**config.mk**
```make
export PLATFORM = sky130hd
export DESIGN_NAME = serial_disp_sched_flat
export DESIGN_NICKNAME = d
export VERILOG_FILES = /design/src/rtl/serial_disp_sched_if.sv /design/src/rtl/serial_disp_sched.sv /design/src/flat_wrapper.sv
export SDC_FILE = /design/constraint.sdc
export NUM_CORES = 1
export LEC_CHECK = 0
export BUFFER_PORTS_ARGS = -buffer_cell sky130_fd_sc_hd__buf_2
export CAP_MARGIN = 10
export CORE_MARGIN = 3
export CORE_UTILIZATION = 40
export CTS_CLUSTER_DIAMETER = 50
export DETAILED_ROUTE_END_ITERATION = 10
export SETUP_SLACK_MARGIN = 0.5
export SYNTH_ARGS = -nofsm -noshare
export SYNTH_HDL_FRONTEND = slang
export SYNTH_SLANG_ARGS = --single-unit
export TNS_END_PERCENT = 10
```
**constraint.sdc**
```tcl
create_clock -name clk -period 5.9 [get_ports clk]
set_input_delay 0.59 -clock clk [delete_from_list [all_inputs] [get_ports clk]]
set_output_delay 0.59 -clock clk [all_outputs]
set_load 0.05 [all_outputs]
```
**src/rtl/serial_disp_sched_if.sv**
```systemverilog
// Requester-side bus of the display scheduler: frame requests, data and acks.
interface serial_disp_sched_if #(
  parameter int unsigned SEG_BITS = 64,
  parameter int unsigned LED_BITS = 16
);
  logic                seg_req;
  logic [SEG_BITS-1:0] seg_data;
  logic                seg_ack;
  logic                led_req;
  logic [LED_BITS-1:0] led_data;
  logic                led_ack;
  logic                busy;

  modport master (output seg_req, seg_data, led_req, led_data,
                  input  seg_ack, led_ack, busy);
  modport slave  (input  seg_req, seg_data, led_req, led_data,
                  output seg_ack, led_ack, busy);
endinterface

```
**src/rtl/serial_disp_sched.sv**
```systemverilog
// Round-robin scheduler sharing one serial shift engine between the seven-segment
// and LED chains. Optional auto-refresh of shadowed frames: SERIAL_DISP_AUTO_REFRESH_EN.
module serial_disp_sched #(
  parameter int unsigned SEG_BITS = 64,
  parameter int unsigned LED_BITS = 16,
  parameter int unsigned CLK_DIV  = 4
`ifdef SERIAL_DISP_AUTO_REFRESH_EN
  , parameter int unsigned REFRESH_CYCLES = 1000000
`endif
) (
  input  logic                clk,
  input  logic                rst,
  serial_disp_sched_if.slave  bus_if,
  output logic                seg_clk_o,
  output logic                seg_pen_o,
  output logic                seg_do_o,
  output logic                led_clk_o,
  output logic                led_pen_o,
  output logic                led_do_o
);

  localparam int unsigned BIT_W   = $clog2(SEG_BITS);
  localparam int unsigned DIV_W   = (CLK_DIV > 1) ? $clog2(CLK_DIV) : 1;
  localparam int unsigned LED_PAD = SEG_BITS - LED_BITS;
`ifdef SERIAL_DISP_AUTO_REFRESH_EN
  localparam int unsigned REF_W   = $clog2(REFRESH_CYCLES + 1);
`endif

  localparam logic [1:0] S_IDLE  = 2'd0;
  localparam logic [1:0] S_LOAD  = 2'd1;
  localparam logic [1:0] S_SHIFT = 2'd2;
  localparam logic [1:0] S_LATCH = 2'd3;

  localparam logic CH_SEG = 1'b0;
  localparam logic CH_LED = 1'b1;

  logic [1:0]          state_q, state_d;
  logic                chan_q, chan_d;
  logic                last_q, last_d;
  logic [SEG_BITS-1:0] sr_q, sr_d;
  logic [BIT_W-1:0]    bit_q, bit_d;
  logic [DIV_W-1:0]    div_q, div_d;
  logic                hi_q, hi_d;

  logic seg_clk_q, seg_clk_d, seg_pen_q, seg_pen_d, seg_do_q, seg_do_d;
  logic led_clk_q, led_clk_d, led_pen_q, led_pen_d, led_do_q, led_do_d;
  logic seg_ack_q, seg_ack_d, led_ack_q, led_ack_d, busy_q, busy_d;

  logic                grant_v, load_v, gch, active, sclk, sdo;
  logic [SEG_BITS-1:0] seg_src;
  logic [LED_BITS-1:0] led_src;

`ifdef SERIAL_DISP_AUTO_REFRESH_EN
  logic [SEG_BITS-1:0] seg_sh_q, seg_sh_d;
  logic [LED_BITS-1:0] led_sh_q, led_sh_d;
  logic [REF_W-1:0]    ref_q, ref_d;
  logic                refresh_v;
`endif

  // Next-state and next-output logic; outputs are derived from the next state
  always_comb begin
    state_d   = state_q;
    chan_d    = chan_q;
    last_d    = last_q;
    sr_d      = sr_q;
    bit_d     = bit_q;
    div_d     = div_q;
    hi_d      = hi_q;
    grant_v   = 1'b0;
    load_v    = 1'b0;
    gch       = CH_SEG;
    seg_src   = bus_if.seg_data;
    led_src   = bus_if.led_data;
    seg_ack_d = 1'b0;
    led_ack_d = 1'b0;
`ifdef SERIAL_DISP_AUTO_REFRESH_EN
    seg_sh_d  = seg_sh_q;
    led_sh_d  = led_sh_q;
    ref_d     = '0;
    refresh_v = 1'b0;
`endif

    case (state_q)
      S_IDLE: begin
        if (bus_if.seg_req && bus_if.led_req) begin
          grant_v = 1'b1;
          gch     = ~last_q;
        end else if (bus_if.seg_req) begin
          grant_v = 1'b1;
          gch     = CH_SEG;
        end else if (bus_if.led_req) begin
          grant_v = 1'b1;
          gch     = CH_LED;
        end
`ifdef SERIAL_DISP_AUTO_REFRESH_EN
        else if (ref_q == REF_W'(REFRESH_CYCLES - 1)) begin
          refresh_v = 1'b1;
          gch       = ~last_q;
          seg_src   = seg_sh_q;
          led_src   = led_sh_q;
        end else begin
          ref_d = ref_q + REF_W'(1);
        end
        load_v = grant_v || refresh_v;
        if (grant_v && gch == CH_SEG) seg_sh_d = bus_if.seg_data;
        if (grant_v && gch == CH_LED) led_sh_d = bus_if.led_data;
`else
        load_v = grant_v;
`endif
        if (load_v) begin
          state_d = S_LOAD;
          chan_d  = gch;
          last_d  = gch;
          bit_d   = (gch == CH_SEG) ? BIT_W'(SEG_BITS - 1) : BIT_W'(LED_BITS - 1);
          sr_d    = (gch == CH_SEG) ? seg_src : (SEG_BITS'(led_src) << LED_PAD);
        end
        seg_ack_d = grant_v && (gch == CH_SEG);
        led_ack_d = grant_v && (gch == CH_LED);
      end
      S_LOAD: begin
        state_d = S_SHIFT;
        div_d   = '0;
        hi_d    = 1'b0;
      end
      S_SHIFT: begin
        if (div_q == DIV_W'(CLK_DIV - 1)) begin
          div_d = '0;
          if (!hi_q) begin
            hi_d = 1'b1;
          end else if (bit_q == '0) begin
            hi_d    = 1'b0;
            state_d = S_LATCH;
          end else begin
            hi_d  = 1'b0;
            sr_d  = sr_q << 1;
            bit_d = bit_q - BIT_W'(1);
          end
        end else begin
          div_d = div_q + DIV_W'(1);
        end
      end
      S_LATCH: begin
        if (div_q == DIV_W'(CLK_DIV - 1)) begin
          state_d = S_IDLE;
          div_d   = '0;
        end else begin
          div_d = div_q + DIV_W'(1);
        end
      end
      default: state_d = S_IDLE;
    endcase

    // Only the active channel's pins move; the other holds its idle levels
    active    = (state_d == S_LOAD) || (state_d == S_SHIFT);
    sclk      = (state_d == S_SHIFT) && hi_d;
    sdo       = active && sr_d[SEG_BITS-1];
    seg_clk_d = sclk && (chan_d == CH_SEG);
    seg_pen_d = !(active && (chan_d == CH_SEG));
    seg_do_d  = sdo && (chan_d == CH_SEG);
    led_clk_d = sclk && (chan_d == CH_LED);
    led_pen_d = !(active && (chan_d == CH_LED));
    led_do_d  = sdo && (chan_d == CH_LED);
    busy_d    = (state_d != S_IDLE);
  end

  always_ff @(posedge clk or posedge rst) begin
    if (rst) begin
      state_q   <= S_IDLE;
      chan_q    <= CH_SEG;
      last_q    <= CH_LED;
      sr_q      <= '0;
      bit_q     <= '0;
      div_q     <= '0;
      hi_q      <= 1'b0;
      seg_clk_q <= 1'b0;
      seg_pen_q <= 1'b1;
      seg_do_q  <= 1'b0;
      led_clk_q <= 1'b0;
      led_pen_q <= 1'b1;
      led_do_q  <= 1'b0;
      seg_ack_q <= 1'b0;
      led_ack_q <= 1'b0;
      busy_q    <= 1'b0;
`ifdef SERIAL_DISP_AUTO_REFRESH_EN
      seg_sh_q  <= '0;
      led_sh_q  <= '0;
      ref_q     <= '0;
`endif
    end else begin
      state_q   <= state_d;
      chan_q    <= chan_d;
      last_q    <= last_d;
      sr_q      <= sr_d;
      bit_q     <= bit_d;
      div_q     <= div_d;
      hi_q      <= hi_d;
      seg_clk_q <= seg_clk_d;
      seg_pen_q <= seg_pen_d;
      seg_do_q  <= seg_do_d;
      led_clk_q <= led_clk_d;
      led_pen_q <= led_pen_d;
      led_do_q  <= led_do_d;
      seg_ack_q <= seg_ack_d;
      led_ack_q <= led_ack_d;
      busy_q    <= busy_d;
`ifdef SERIAL_DISP_AUTO_REFRESH_EN
      seg_sh_q  <= seg_sh_d;
      led_sh_q  <= led_sh_d;
      ref_q     <= ref_d;
`endif
    end
  end

  assign seg_clk_o      = seg_clk_q;
  assign seg_pen_o      = seg_pen_q;
  assign seg_do_o       = seg_do_q;
  assign led_clk_o      = led_clk_q;
  assign led_pen_o      = led_pen_q;
  assign led_do_o       = led_do_q;
  assign bus_if.seg_ack = seg_ack_q;
  assign bus_if.led_ack = led_ack_q;
  assign bus_if.busy    = busy_q;

endmodule

```
**src/flat_wrapper.sv**
```systemverilog
// flat-port wrapper written by rule: the top's interface ports become plain ports
module serial_disp_sched_flat 
#(
  parameter int unsigned SEG_BITS = 64,
  parameter int unsigned LED_BITS = 16,
  parameter int unsigned CLK_DIV  = 4

)
  (clk, rst, seg_clk_o, seg_pen_o, seg_do_o, led_clk_o, led_pen_o, led_do_o, bus_if_seg_req, bus_if_seg_data, bus_if_led_req, bus_if_led_data, bus_if_seg_ack, bus_if_led_ack, bus_if_busy);
  serial_disp_sched_if #(.SEG_BITS(SEG_BITS), .LED_BITS(LED_BITS)) bus_if_i ();
  input  logic clk;
  input  logic rst;
  output logic seg_clk_o;
  output logic seg_pen_o;
  output logic seg_do_o;
  output logic led_clk_o;
  output logic led_pen_o;
  output logic led_do_o;
  input wire logic [$bits(bus_if_i.seg_req)-1:0] bus_if_seg_req;
  input wire logic [$bits(bus_if_i.seg_data)-1:0] bus_if_seg_data;
  input wire logic [$bits(bus_if_i.led_req)-1:0] bus_if_led_req;
  input wire logic [$bits(bus_if_i.led_data)-1:0] bus_if_led_data;
  output wire logic [$bits(bus_if_i.seg_ack)-1:0] bus_if_seg_ack;
  output wire logic [$bits(bus_if_i.led_ack)-1:0] bus_if_led_ack;
  output wire logic [$bits(bus_if_i.busy)-1:0] bus_if_busy;
  assign bus_if_i.seg_req = bus_if_seg_req;
  assign bus_if_i.seg_data = bus_if_seg_data;
  assign bus_if_i.led_req = bus_if_led_req;
  assign bus_if_i.led_data = bus_if_led_data;
  assign bus_if_seg_ack = bus_if_i.seg_ack;
  assign bus_if_led_ack = bus_if_i.led_ack;
  assign bus_if_busy = bus_if_i.busy;
  serial_disp_sched #(.SEG_BITS(SEG_BITS), .LED_BITS(LED_BITS), .CLK_DIV(CLK_DIV)) u_core (.clk(clk), .rst(rst), .bus_if(bus_if_i), .seg_clk_o(seg_clk_o), .seg_pen_o(seg_pen_o), .seg_do_o(seg_do_o), .led_clk_o(led_clk_o), .led_pen_o(led_pen_o), .led_do_o(led_do_o));
endmodule
```
==> impl_metrics.yaml <==
setup_path:
  register_to_register_path_depth: 7
  timing.critical_path.to_type: "register"
  critical_path.cell_chain: "inv_1 -> ha_1 -> nand3_2 -> a22oi_2 -> buf_4 -> nand2_2 -> mux2_2"
  worst-setup-path-type: "reg2reg"
  cell_family_with_the_largest_share_of_critical_path_delay: "buffers and inverters"
  reg_to_reg_end: "u_core.sr_q[60]$_DFFE_PP0P_"
  timing.critical_path.slowest_cell_delay_ns: 0.74
  critical_path.reg2reg.startpoint: "u_core.state_q[0]$_DFF_PP0_"
  slowest_stage: "sky130_fd_sc_hd__buf_4"
  critical_path.max_fanout: 106
  path_buf_inv: 2
  ff2ff_setup_slack_ns: 2.66
  startpoint_type: "register"
  critPathArrivalTime_ns: 3.49
  crit_required_ns: 6.14
sta:
  timing.final.crit_period_ns: 3.242
  clock_skews_ns: 0.007734
  tightestPinTransition_ns: 1.166
  slew_limit_headroom_pct: 21.82
  max_clock_freq_ghz: 0.3085
  unrepaired_setup_endpoints_after_global_routing: "false"
  final_min_period_over_clock_period_pct: 54.95
  timing.final.hold_violations: 0
  setup_viol: 0
  slew_violations: 0
  setup_tns_ns: 0
route:
  drt-vias-per-instance: 5.759
  firstDrtPassIters: 5
  postRouteAntennaNets: 0
  dr.first_iter.drc_count: 250
  routedWlPerCell_um: 15.70
  drt_drc_violations_left: 0
  detail_route.wirelength_mm: 9.576
  count_of_vias_placed_by_the_detailed_router: 3513
die:
  die_h_um: 109.6
  design.die.area_sq_um: 12010
  core_sq_um: 10370
  fp.dieW_um: 109.6
  initial_utilization_pct: 41.40
  rows: 37
  ports: 93
clocking:
  postCtsHoldBufs: 0
  cts.repair.resized: 0
  path_clk_slew_ns: 0.08
  tritoncts: "built"
  cts_max_path_buffers: 2
  tritoncts.num_buffers: 9
  ctsHtreeMaxLevel: 3
  clock-sinks: 86
  post_cts_setup_bufs: 0
  clockRootBuffer: "sky130_fd_sc_hd__clkbuf_8"
  insertion_delay_ns: 0.36
finish:
  drive_above_1_share_pct: 29.11
  design_area_sq_um: 4995
  insertedDiodeCount: 0
  num-nets-final: 561
  relative_area_change_from_synthesis_to_final_layout_pct: 16.35
logic_synthesis:
  synth_nets: 495
  netlist_instances: 403
  async_reset_ff_share_pct: 100.0
  netlist_area_sq_um: 4293
  synthTopCellsByArea: "sky130_fd_sc_hd__dfrtp_1, sky130_fd_sc_hd__a22oi_1, sky130_fd_sc_hd__a31oi_1"
  synth-warning-count: 0
  synth-seq-area-share_pct: 50.22
  yosys_register_bits: 86
  synth-edff-count: 0
  dominantRegCellSynth: "sky130_fd_sc_hd__dfrtp_1"
  synth_top_cell_area_share_pct: 48.38
  synthesis.area_per_instance_sq_um: 10.65
  netlist.top_cell.by_area: "sky130_fd_sc_hd__dfrtp_1"
  synth_cell_types: 49
grt:
  globalRouteOverflowTotal: 0
  grt_pass1_wl_mm: 15.79
  grt_pass1_vias: 3261
  grt_antenna_before_repair: 0
  track_usage_pct: 16.58
  largest_net_degree_at_the_start_of_global_routing: 107
hold_path:
  hold_class: "reg2reg"
  timing.hold.worst.start: "u_core.sr_q[0]$_DFFE_PP0P_"
  worstHoldEndpoint: "u_core.sr_q[0]$_DFFE_PP0P_"
  holdPathStages: 1
placed_design:
  dpl.hpwl_mm: 5.817
  placement.cell_area_sq_um: 4793
  gp_congestion: 0.7687
  portBuffers: 92
pwr:
  power.leakage_nw: 2.192
  p_int_mw: 1.499
  powerDensity_nw_per_um2: 485.8
  vdd.ir_drop.worst_uv: 255.7
  power.share.sequential_pct: 41.9
  sw_frac_of_total_pct: 38.22
  clockPowerShare_pct: 17.6
  netSwitchingPower_mw: 0.9275
  p_comb_share_pct: 40.5
job:
  drv.max_cap_violation_count: 0
run_status:
  run_status: "completed"
[power by group through the flow]
stage	registers, mW	logic, mW	clock network, mW
finish	1.02	0.982	0.426
detailed placement	1.02	0.990	0
floorplan	1.04	0.770	0
global placement	1.02	0.957	0
global route	1.05	1.12	0.464
CTS	1.02	0.994	0.439
[cell families (layout without fill, tap and decap cells)]
kind of cell,Yosys count,count (layout),share of synthesized area (%)
compound gates,190,190,29.35
flops,86,86,50.22
buf+inv,52,123,5.130
simple gates,36,36,5.305
mux,31,31,7.665
fa+ha+maj,8,8,2.332
[cells in the mapped netlist (2+ instances only)]
cell type	instances
sky130_fd_sc_hd__dfstp_2	3
sky130_fd_sc_hd__nand2_2	2
sky130_fd_sc_hd__o2bb2ai_1	15
sky130_fd_sc_hd__a21boi_0	2
sky130_fd_sc_hd__a22oi_1	48
sky130_fd_sc_hd__buf_2	14
sky130_fd_sc_hd__o22ai_1	2
sky130_fd_sc_hd__mux2_2	15
sky130_fd_sc_hd__and3_1	4
sky130_fd_sc_hd__nand2b_1	3
sky130_fd_sc_hd__a31oi_1	49
sky130_fd_sc_hd__nor3_1	2
sky130_fd_sc_hd__clkbuf_1	25
sky130_fd_sc_hd__dfrtp_1	83
sky130_fd_sc_hd__a21oi_1	50
sky130_fd_sc_hd__nand2_1	8
sky130_fd_sc_hd__a21o_1	3
sky130_fd_sc_hd__nor2b_1	3
sky130_fd_sc_hd__nand3_1	2
sky130_fd_sc_hd__nor2_1	3
sky130_fd_sc_hd__o21ai_0	7
sky130_fd_sc_hd__ha_1	8
sky130_fd_sc_hd__mux2i_1	16
sky130_fd_sc_hd__inv_1	11
[worst reg2reg max path, stage by stage (launching register included)]
cell                      delay [ns]
sky130_fd_sc_hd__dfrtp_1        0.41
sky130_fd_sc_hd__inv_1          0.09
sky130_fd_sc_hd__ha_1           0.50
sky130_fd_sc_hd__nand3_2        0.26
sky130_fd_sc_hd__a22oi_2        0.20
sky130_fd_sc_hd__buf_4          0.74
sky130_fd_sc_hd__nand2_2        0.52
sky130_fd_sc_hd__mux2_2         0.40
[sequential cells by signal, indices dropped and copies added, names as in the netlist]
name / cells
u_core.bit_q: 6
u_core.bus_if.busy: 1
u_core.bus_if.led_ack: 1
u_core.bus_if.seg_ack: 1
u_core.chan_q: 1
u_core.div_q: 2
u_core.hi_q: 1
u_core.last_q: 1
u_core.led_clk_o: 1
u_core.led_do_o: 1
u_core.led_pen_o: 1
u_core.seg_clk_o: 1
u_core.seg_do_o: 1
u_core.seg_pen_o: 1
u_core.sr_q: 64
u_core.state_q: 2
[layer usage]
metal / part of all wire, % / wire (um) / track usage (%)
met1: 46 / 4422 / 23.11
met2: 45 / 4342 / 24.72
met3: 6.9 / 663 / 4.932
met4: 1.5 / 148 / 5.610
met5: 0 / 0 / 0
[cell usage in the layout, fill, tap and decap left out, types with 4 or more instances in the layout]
cell                         n
sky130_fd_sc_hd__clkbuf_8   11
sky130_fd_sc_hd__a21oi_1    50
sky130_fd_sc_hd__buf_2      92
sky130_fd_sc_hd__a22oi_1    48
sky130_fd_sc_hd__o21ai_0     6
sky130_fd_sc_hd__mux2_2     15
sky130_fd_sc_hd__inv_1      10
sky130_fd_sc_hd__mux2i_1    16
sky130_fd_sc_hd__buf_4       4
sky130_fd_sc_hd__ha_1        8
sky130_fd_sc_hd__dfrtp_1    83
sky130_fd_sc_hd__nand2_1     8
sky130_fd_sc_hd__a31oi_1    49
sky130_fd_sc_hd__o2bb2ai_1  15
[metrics by stage]
stage,utilization [%],instances,hold WS [ns],setup WS [ns],power [mW]
6_report,48.17,610,0.5059,2.658,2.427
3_5_place_dp,46.22,594,0.4816,2.697,2.013
2_1_floorplan,-,403,0.4500,3.093,1.811
3_3_place_gp,46.22,594,0.4748,2.807,1.975
5_1_grt,48.17,610,0.5147,2.361,2.627
4_1_cts,48.17,610,0.5045,2.655,2.449
[final cells by class]
class / instances / area, sq um
Fill cell: 988 / 5375
Sequential cell: 86 / 2156
Multi-Input combinational cell: 265 / 1934
Timing Repair Buffer: 96 / 490.5
Tap cell: 136 / 170.2
Clock buffer: 13 / 158.9
Clock inverter: 3 / 42.54
Inverter: 11 / 42.54
[worst max path at each step]
| stage | start | endpoint | slack [ns] | depth (start not counted) |
|---|---|---|---|---|
| final | u_core.state_q[0]$_DFF_PP0_ | u_core.sr_q[60]$_DFFE_PP0P_ | 2.66 | 7 |
| after global routing | u_core.state_q[0]$_DFF_PP0_ | u_core.sr_q[55]$_DFFE_PP0P_ | 2.36 | 7 |
| after CTS | u_core.state_q[0]$_DFF_PP0_ | u_core.sr_q[60]$_DFFE_PP0P_ | 2.65 | 7 |
| after detailed placement | u_core.state_q[0]$_DFF_PP0_ | u_core.sr_q[60]$_DFFE_PP0P_ | 2.70 | 7 |
| after global placement | u_core.state_q[0]$_DFF_PP0_ | u_core.sr_q[53]$_DFFE_PP0P_ | 2.81 | 7 |
| after floorplan | rst | u_core.bit_q[0]$_DFFE_PP0P_ | 3.09 | 1 |
No activity file was read; power rests on OpenSTA's default activity.
